**src/rtl/fir4_pkg.sv**
```systemverilog
// fir4_pkg: shared constants, FSM state type and width helpers for fir4_inverse
package fir4_pkg;
  localparam int TAPS = 4;
  typedef enum logic {RUN, ERR} state_t;
  function automatic int sum_w(int w);
    return w + 2;
  endfunction
  function automatic int dif_w(int w);
    return w + 3;
  endfunction
endpackage

```
**src/rtl/fir4_inverse_if.sv**
```systemverilog
// fir4_inverse_if: valid-qualified sum stream in, recovered sample stream and status out
interface fir4_inverse_if import fir4_pkg::*; #(parameter int w = 16);
  logic [sum_w(w)-1:0] s_in;
  logic s_valid;
  logic [w-1:0] a_out;
  logic a_valid;
  logic primed;
  logic err;
  modport master (output s_in, s_valid, input a_out, a_valid, primed, err);
  modport slave (input s_in, s_valid, output a_out, a_valid, primed, err);
endinterface

```
**src/rtl/rca_addsub.sv**
```systemverilog
// rca_addsub: bit-level ripple-carry add/subtract of signed operands, result one bit wider
module rca_addsub #(parameter int n = 8) (
  input  logic [n-1:0] a,
  input  logic [n-1:0] b,
  input  logic         sub,
  output logic [n:0]   s
);
  logic [n:0] c;
  logic [n-1:0] bx;
  assign bx = b ^ {n{sub}};
  assign c[0] = sub;
  for (genvar i = 0; i < n; i++) begin : g_bit
    assign s[i] = a[i] ^ bx[i] ^ c[i];
    assign c[i+1] = (a[i] & bx[i]) | (c[i] & (a[i] ^ bx[i]));
  end
  // top bit is the true sign of the sign-extended sum, so the result never wraps
  assign s[n] = a[n-1] ^ bx[n-1] ^ c[n];
endmodule

```
**src/rtl/fir4_inverse.sv**
```systemverilog
// fir4_inverse: recovers x[n] = y[n] - y[n-1] + x[n-4] from a 4-tap all-ones FIR output
module fir4_inverse import fir4_pkg::*; #(parameter int w = 16) (
  input logic clk,
  input logic reset,
  fir4_inverse_if.slave bus
);
  localparam int SW = sum_w(w);
  localparam int DW = dif_w(w);
  state_t state_q, state_d;
  logic [SW-1:0] y_prev_q, y_prev_d;
  logic [w-1:0] hist_q [TAPS];
  logic [w-1:0] hist_d [TAPS];
  logic [1:0] cnt_q, cnt_d;
  logic primed_q, primed_d;
  logic [w-1:0] a_out_q, a_out_d;
  logic a_valid_q, a_valid_d;
  logic [DW:0] d;
  logic [DW+1:0] r;
  logic acc, ok;
  rca_addsub #(.n(DW)) u_sub (
    .a({1'b0, bus.s_in}), .b({1'b0, y_prev_q}), .sub(1'b1), .s(d)
  );
  rca_addsub #(.n(DW+1)) u_add (
    .a(d), .b({{(DW+1-w){1'b0}}, hist_q[TAPS-1]}), .sub(1'b0), .s(r)
  );
  assign acc = bus.s_valid && state_q == RUN;
  assign ok = r[DW+1:w] == '0;
  always_comb begin
    state_d = state_q;
    y_prev_d = y_prev_q;
    hist_d = hist_q;
    cnt_d = cnt_q;
    primed_d = primed_q;
    a_out_d = a_out_q;
    a_valid_d = 1'b0;
    if (acc && ok) begin
      a_out_d = r[w-1:0];
      a_valid_d = 1'b1;
      y_prev_d = bus.s_in;
      for (int k = TAPS - 1; k > 0; k--) hist_d[k] = hist_q[k-1];
      hist_d[0] = r[w-1:0];
      cnt_d = cnt_q == 2'd3 ? 2'd3 : cnt_q + 2'd1;
      primed_d = primed_q | (cnt_q == 2'd3);
    end else if (acc) begin
      state_d = ERR;
    end
  end
  always_ff @(posedge clk) begin
    if (!reset) begin
      state_q <= RUN;
      y_prev_q <= '0;
      hist_q <= '{default: '0};
      cnt_q <= '0;
      primed_q <= 1'b0;
      a_out_q <= '0;
      a_valid_q <= 1'b0;
    end else begin
      state_q <= state_d;
      y_prev_q <= y_prev_d;
      hist_q <= hist_d;
      cnt_q <= cnt_d;
      primed_q <= primed_d;
      a_out_q <= a_out_d;
      a_valid_q <= a_valid_d;
    end
  end
  assign bus.a_out = a_out_q;
  assign bus.a_valid = a_valid_q;
  assign bus.primed = primed_q;
  assign bus.err = state_q == ERR;
endmodule

```
**src/flat_wrapper.sv**
```systemverilog
// flat-port wrapper written by rule: the top's interface ports become plain ports
module fir4_inverse_flat import fir4_pkg::*;
#(parameter int w = 16)
  (clk, reset, bus_s_in, bus_s_valid, bus_a_out, bus_a_valid, bus_primed, bus_err);
  fir4_inverse_if #(.w(w)) bus_i ();
  input logic clk;
  input logic reset;
  input wire logic [$bits(bus_i.s_in)-1:0] bus_s_in;
  input wire logic [$bits(bus_i.s_valid)-1:0] bus_s_valid;
  output wire logic [$bits(bus_i.a_out)-1:0] bus_a_out;
  output wire logic [$bits(bus_i.a_valid)-1:0] bus_a_valid;
  output wire logic [$bits(bus_i.primed)-1:0] bus_primed;
  output wire logic [$bits(bus_i.err)-1:0] bus_err;
  assign bus_i.s_in = bus_s_in;
  assign bus_i.s_valid = bus_s_valid;
  assign bus_a_out = bus_i.a_out;
  assign bus_a_valid = bus_i.a_valid;
  assign bus_primed = bus_i.primed;
  assign bus_err = bus_i.err;
  fir4_inverse #(.w(w)) u_core (.clk(clk), .reset(reset), .bus(bus_i));
endmodule
```
**config.mk**
```make
export PLATFORM = sky130hd
export DESIGN_NAME = fir4_inverse_flat
export DESIGN_NICKNAME = d
export VERILOG_FILES = /design/src/rtl/fir4_pkg.sv /design/src/rtl/fir4_inverse_if.sv /design/src/rtl/rca_addsub.sv /design/src/rtl/fir4_inverse.sv /design/src/flat_wrapper.sv
export SDC_FILE = /design/constraint.sdc
export NUM_CORES = 1
export LEC_CHECK = 0
export ABC_AREA = 1
export CAP_MARGIN = 20
export CORE_UTILIZATION = 60
export DETAILED_ROUTE_END_ITERATION = 8
export PLACE_DENSITY_LB_ADDON = 0.05
export SYNTH_ARGS = -nofsm -noshare
export SYNTH_HDL_FRONTEND = slang
export SYNTH_HIERARCHICAL = 1
export SYNTH_SLANG_ARGS = --single-unit
```
**constraint.sdc**
```tcl
create_clock -name clk -period 26.4 [get_ports clk]
set_input_delay 3.96 -clock clk [delete_from_list [all_inputs] [get_ports clk]]
set_output_delay 3.96 -clock clk [all_outputs]
set_load 0.05 [all_outputs]
```
==> results by group <==
Outcome
  – Run status: finished with violations
  – Violations in the final reports: DRC

GRT
  – Largest net degree at the start of global routing: 87
  – Final global-route overflow total: 0
  – Wire length of the first global-routing pass: 18300 µm
  – Met3 demand-to-capacity share in global routing: 0.0272
  – Met2 Usage GRT: 0.401
  – Vias in the first global route: 4095
  – Layer carrying the most global-route usage: met2
  – Antenna violations before repair: 0
  – Overall fraction of global-route tracks in use: 0.236
  – Met1 layer usage reported by global route: 0.311

Die
  – Die span in y: 97.7 µm
  – Die Footprint: roughly 9600 µm²
  – Number of placed I/O pins: 40
  – Core outline area: between 8000 and 9000 µm²
  – # rows: 34
  – Die extent in x: 97.7 µm
  – Starting utilization of the core area: 0.624

Detailed routing
  – ANT nets after route: 0
  – Detailed Routing Iterations Pass 1: 7
  – Number of remaining DRC errors: 4
  – Vias: 4170
  – Wire length per cell after detailed routing: 12.1 µm
  – Initial DRC count: 200
  – Vias/cell: 4.84
  – Detailed Route WL: 10400 µm

Critical path
  – Crit path required time: 26.66 ns
  – Element type at the critical path start: input port
  – CP Capture Type: register
  – CP dominant cell by count: fa_1
  – Stage delay of the slowest cell on the critical path: 0.68 ns
  – Crit path arrival time: roughly 15 ns
  – Maximum fanout count along the critical path: 45
  – Slowest cell on the critical path: nor2_4
  – Critical path type: in -> reg

Pwr
  – Clock power share: 0.262
  – Reported net switching power: 155 µW
  – P_leak: 0.00264 µW
  – Register share of total power: 0.358
  – Share of power burned in combinational logic: 0.380
  – Internal power contribution: about 270 µW
  – Pwr Density: 71.5 nW/µm²
  – Maximum vdd drop: approximately 0.037 mV
  – Fraction of power spent switching nets: 0.366

Clocking
  – Clock-pin slew on the worst setup and hold paths: 0.10 ns
  – Max Root-Sink Buffers: 2
  – Post-cts resize count: 0
  – Total number of H-tree levels: 3
  – Clock latency on the worst-skew pair: 0.36 ns
  – Clock tree from TritonCTS: built
  – TritonCTS Buffers: 9
  – Total clock sinks: just under 90
  – CTS Hold Buffers Added: 0
  – Root buffer cell: clkbuf_8
  – Post-CTS Setup Repair Bufs: 0

Timing
  – Timing-limited maximum frequency: 0.0669 GHz
  – Period minus WS final: 14.94 ns
  – Hold Violations, Final: 0
  – Final period util: 0.566
  – Final sum of negative setup slack: 0 ns
  – Final count of pins violating max slew: 0
  – Total of endpoints with negative setup slack in the final report: 0
  – RSZ-0062 raised after global routing: no
  – Worst slew pin tran: 0.879 ns
  – Max-Slew Margin vs Limit: 0.414
  – Post-Route Skew: 0.0143 ns

Yosys
  – Area share of the largest cell type after synthesis: 0.317
  – Area fraction in compound gates after synthesis: 0.00501
  – Synth Cell Area: 5500 µm²
  – Post-synthesis area per instance: 7.43 µm²
  – Register bit count reported by yosys: 87
  – Yosys warning count: 6
  – Sequential cell area fraction in the yosys report: 0.317
  – Post-synth cell types: 24
  – Share of synthesized registers carrying an async set or reset: 0
  – Parity-gate share of the synthesized area counting xor and xnor cells: 0.0321
  – Proportion of synthesized area in mux cells: 0
  – Synthesized-area fraction occupied by adder cells: 0.142
  – Dominant cell type by area after synthesis: dfxtp_1
  – Most common cell in the synthesized netlist: nor2_1
  – Largest family of logic cells by synthesized area: simple AND/OR/NAND/NOR gates
  – Number of enable-type register cells in the synthesized netlist: 0
  – Ranking of synthesized cells by instance count: nor2_1, nand2_1, inv_1
  – Post-Synth Simple-Gate Area: 0.349
  – Post-synthesis instance total: 740
  – Top FF cell, synth: dfxtp_1
  – Cells taking the most area after synthesis: dfxtp_1, fa_1, nor2_1, nand2_1, nand3b_1

Place
  – DP HPWL: 6880 µm
  – Number of buffers added on ports: 39
  – Cell Area, Placed: between 5000 and 6000 µm²
  – Final estimated routing congestion in global placement: 0.835

Finish
  – Nets: 809
  – Area of all placed cells without fillers: 5910 µm²
  – Share of cells above drive strength 1: 0.0451
  – Area used by multi-input combinational logic: 2970 µm²
  – Ant. Diodes: 0
  – Area Growth Syn to Fin: 7.42%
  – FF/Latch Area: 1740 µm²
  – Layout filler cell count: 781

Hold path
  – Type of the worst min-delay path: reg -> reg

Job
  – Max_cap viols: 0
registers in the layout, summed over array words and instances (netlist names):
| name | cells |
|---|---|
| u_core/bus.primed | 1 |
| u_core/bus.err | 1 |
| u_core/bus.a_valid | 1 |
| u_core/bus.a_out | 16 |
| u_core/y_prev_q | 18 |
| u_core/hist_q | 48 |
| u_core/cnt_q | 2 |
power groups by stage:
stage	registers [µW]	clock network (µW)	logic (µW)
floorplan	153	0	135
CTS	151	113	161
global route	153	118	185
detailed placement	154	0	160
global placement	154	0	155
finish	151	111	160
per-stage QoR:
| stage | hold slack (ns) | cells | power (µW) | util | worst slack, ns |
|---|---|---|---|---|---|
| after floorplan | 0.440 | 754 | 287 | - | 12.93 |
| after global placement | 0.437 | 846 | 309 | 0.644 | 11.21 |
| after detailed placement | 0.457 | 846 | 314 | 0.644 | 11.05 |
| after CTS | 0.471 | 862 | 425 | 0.671 | 11.43 |
| after global routing | 0.494 | 862 | 456 | 0.671 | 10.86 |
| final | 0.465 | 862 | 422 | 0.671 | 11.46 |
metal layers:
| metal | up-vias | wire, µm | share of wire |
|---|---|---|---|
| met5 | - | 0 | 0 |
| met4 | 0 | 166 | 0.016 |
| met3 | 13 | 310 | 0.030 |
| met2 | 68 | 5040 | 0.48 |
| met1 | 1937 | 4910 | 0.47 |
| li1 | 2152 | - | - |
path summary, 6_finish.rpt:
kind,from,endpoint,slack (ns),cells past startpoint
hold reg to reg,u_core/bus.primed,u_core/bus.primed,0.47,2
hold / removal,u_core/bus.primed,u_core/bus.primed,0.47,2
setup reg to reg,u_core/y_prev_q[0],u_core/hist_q[42],15.19,34
setup / recovery,bus_s_in[0],u_core/hist_q[42],11.46,35
critical path, delay by kind of cell:
family / cells / cell delay, ns
AOI/OAI and AO/OA: 1 / 0.21
and+or+nand+nor: 6 / 1.23
buffers and inverters: 8 / 1.46
adders and majority gates: 20 / 8.30
placed cells by master (no fill, tap or decap), drive strengths merged, types with 2 or more instances in the layout:
cell	instances
buf	5
bufinv	2
clkbuf	11
clkdlybuf4s50	38
conb	16
dfxtp	87
fa	39
inv	111
nand2	167
nand3b	82
nor2	171
o21ai	3
xnor2	17
kinds of logic (layout without fill, tap and decap cells):
logic type      after synthesis  in the layout
xor+xnor                     18             18
simple gates                422            422
compound gates                5              5
buf+inv                     167            167
flops                        87             87
fa+ha+maj                    39             39
other cells                   2             16
cell type report:
cell class	count	area share
clock buffers	11	0.0256
clock inverters	5	0.0146
inverters	108	0.0686
multi-input cells	500	0.503
flip-flops and latches	87	0.295
well taps	108	0.0229
repair buffers	43	0.0703
Note: power is estimated with default switching activity, not from simulation.
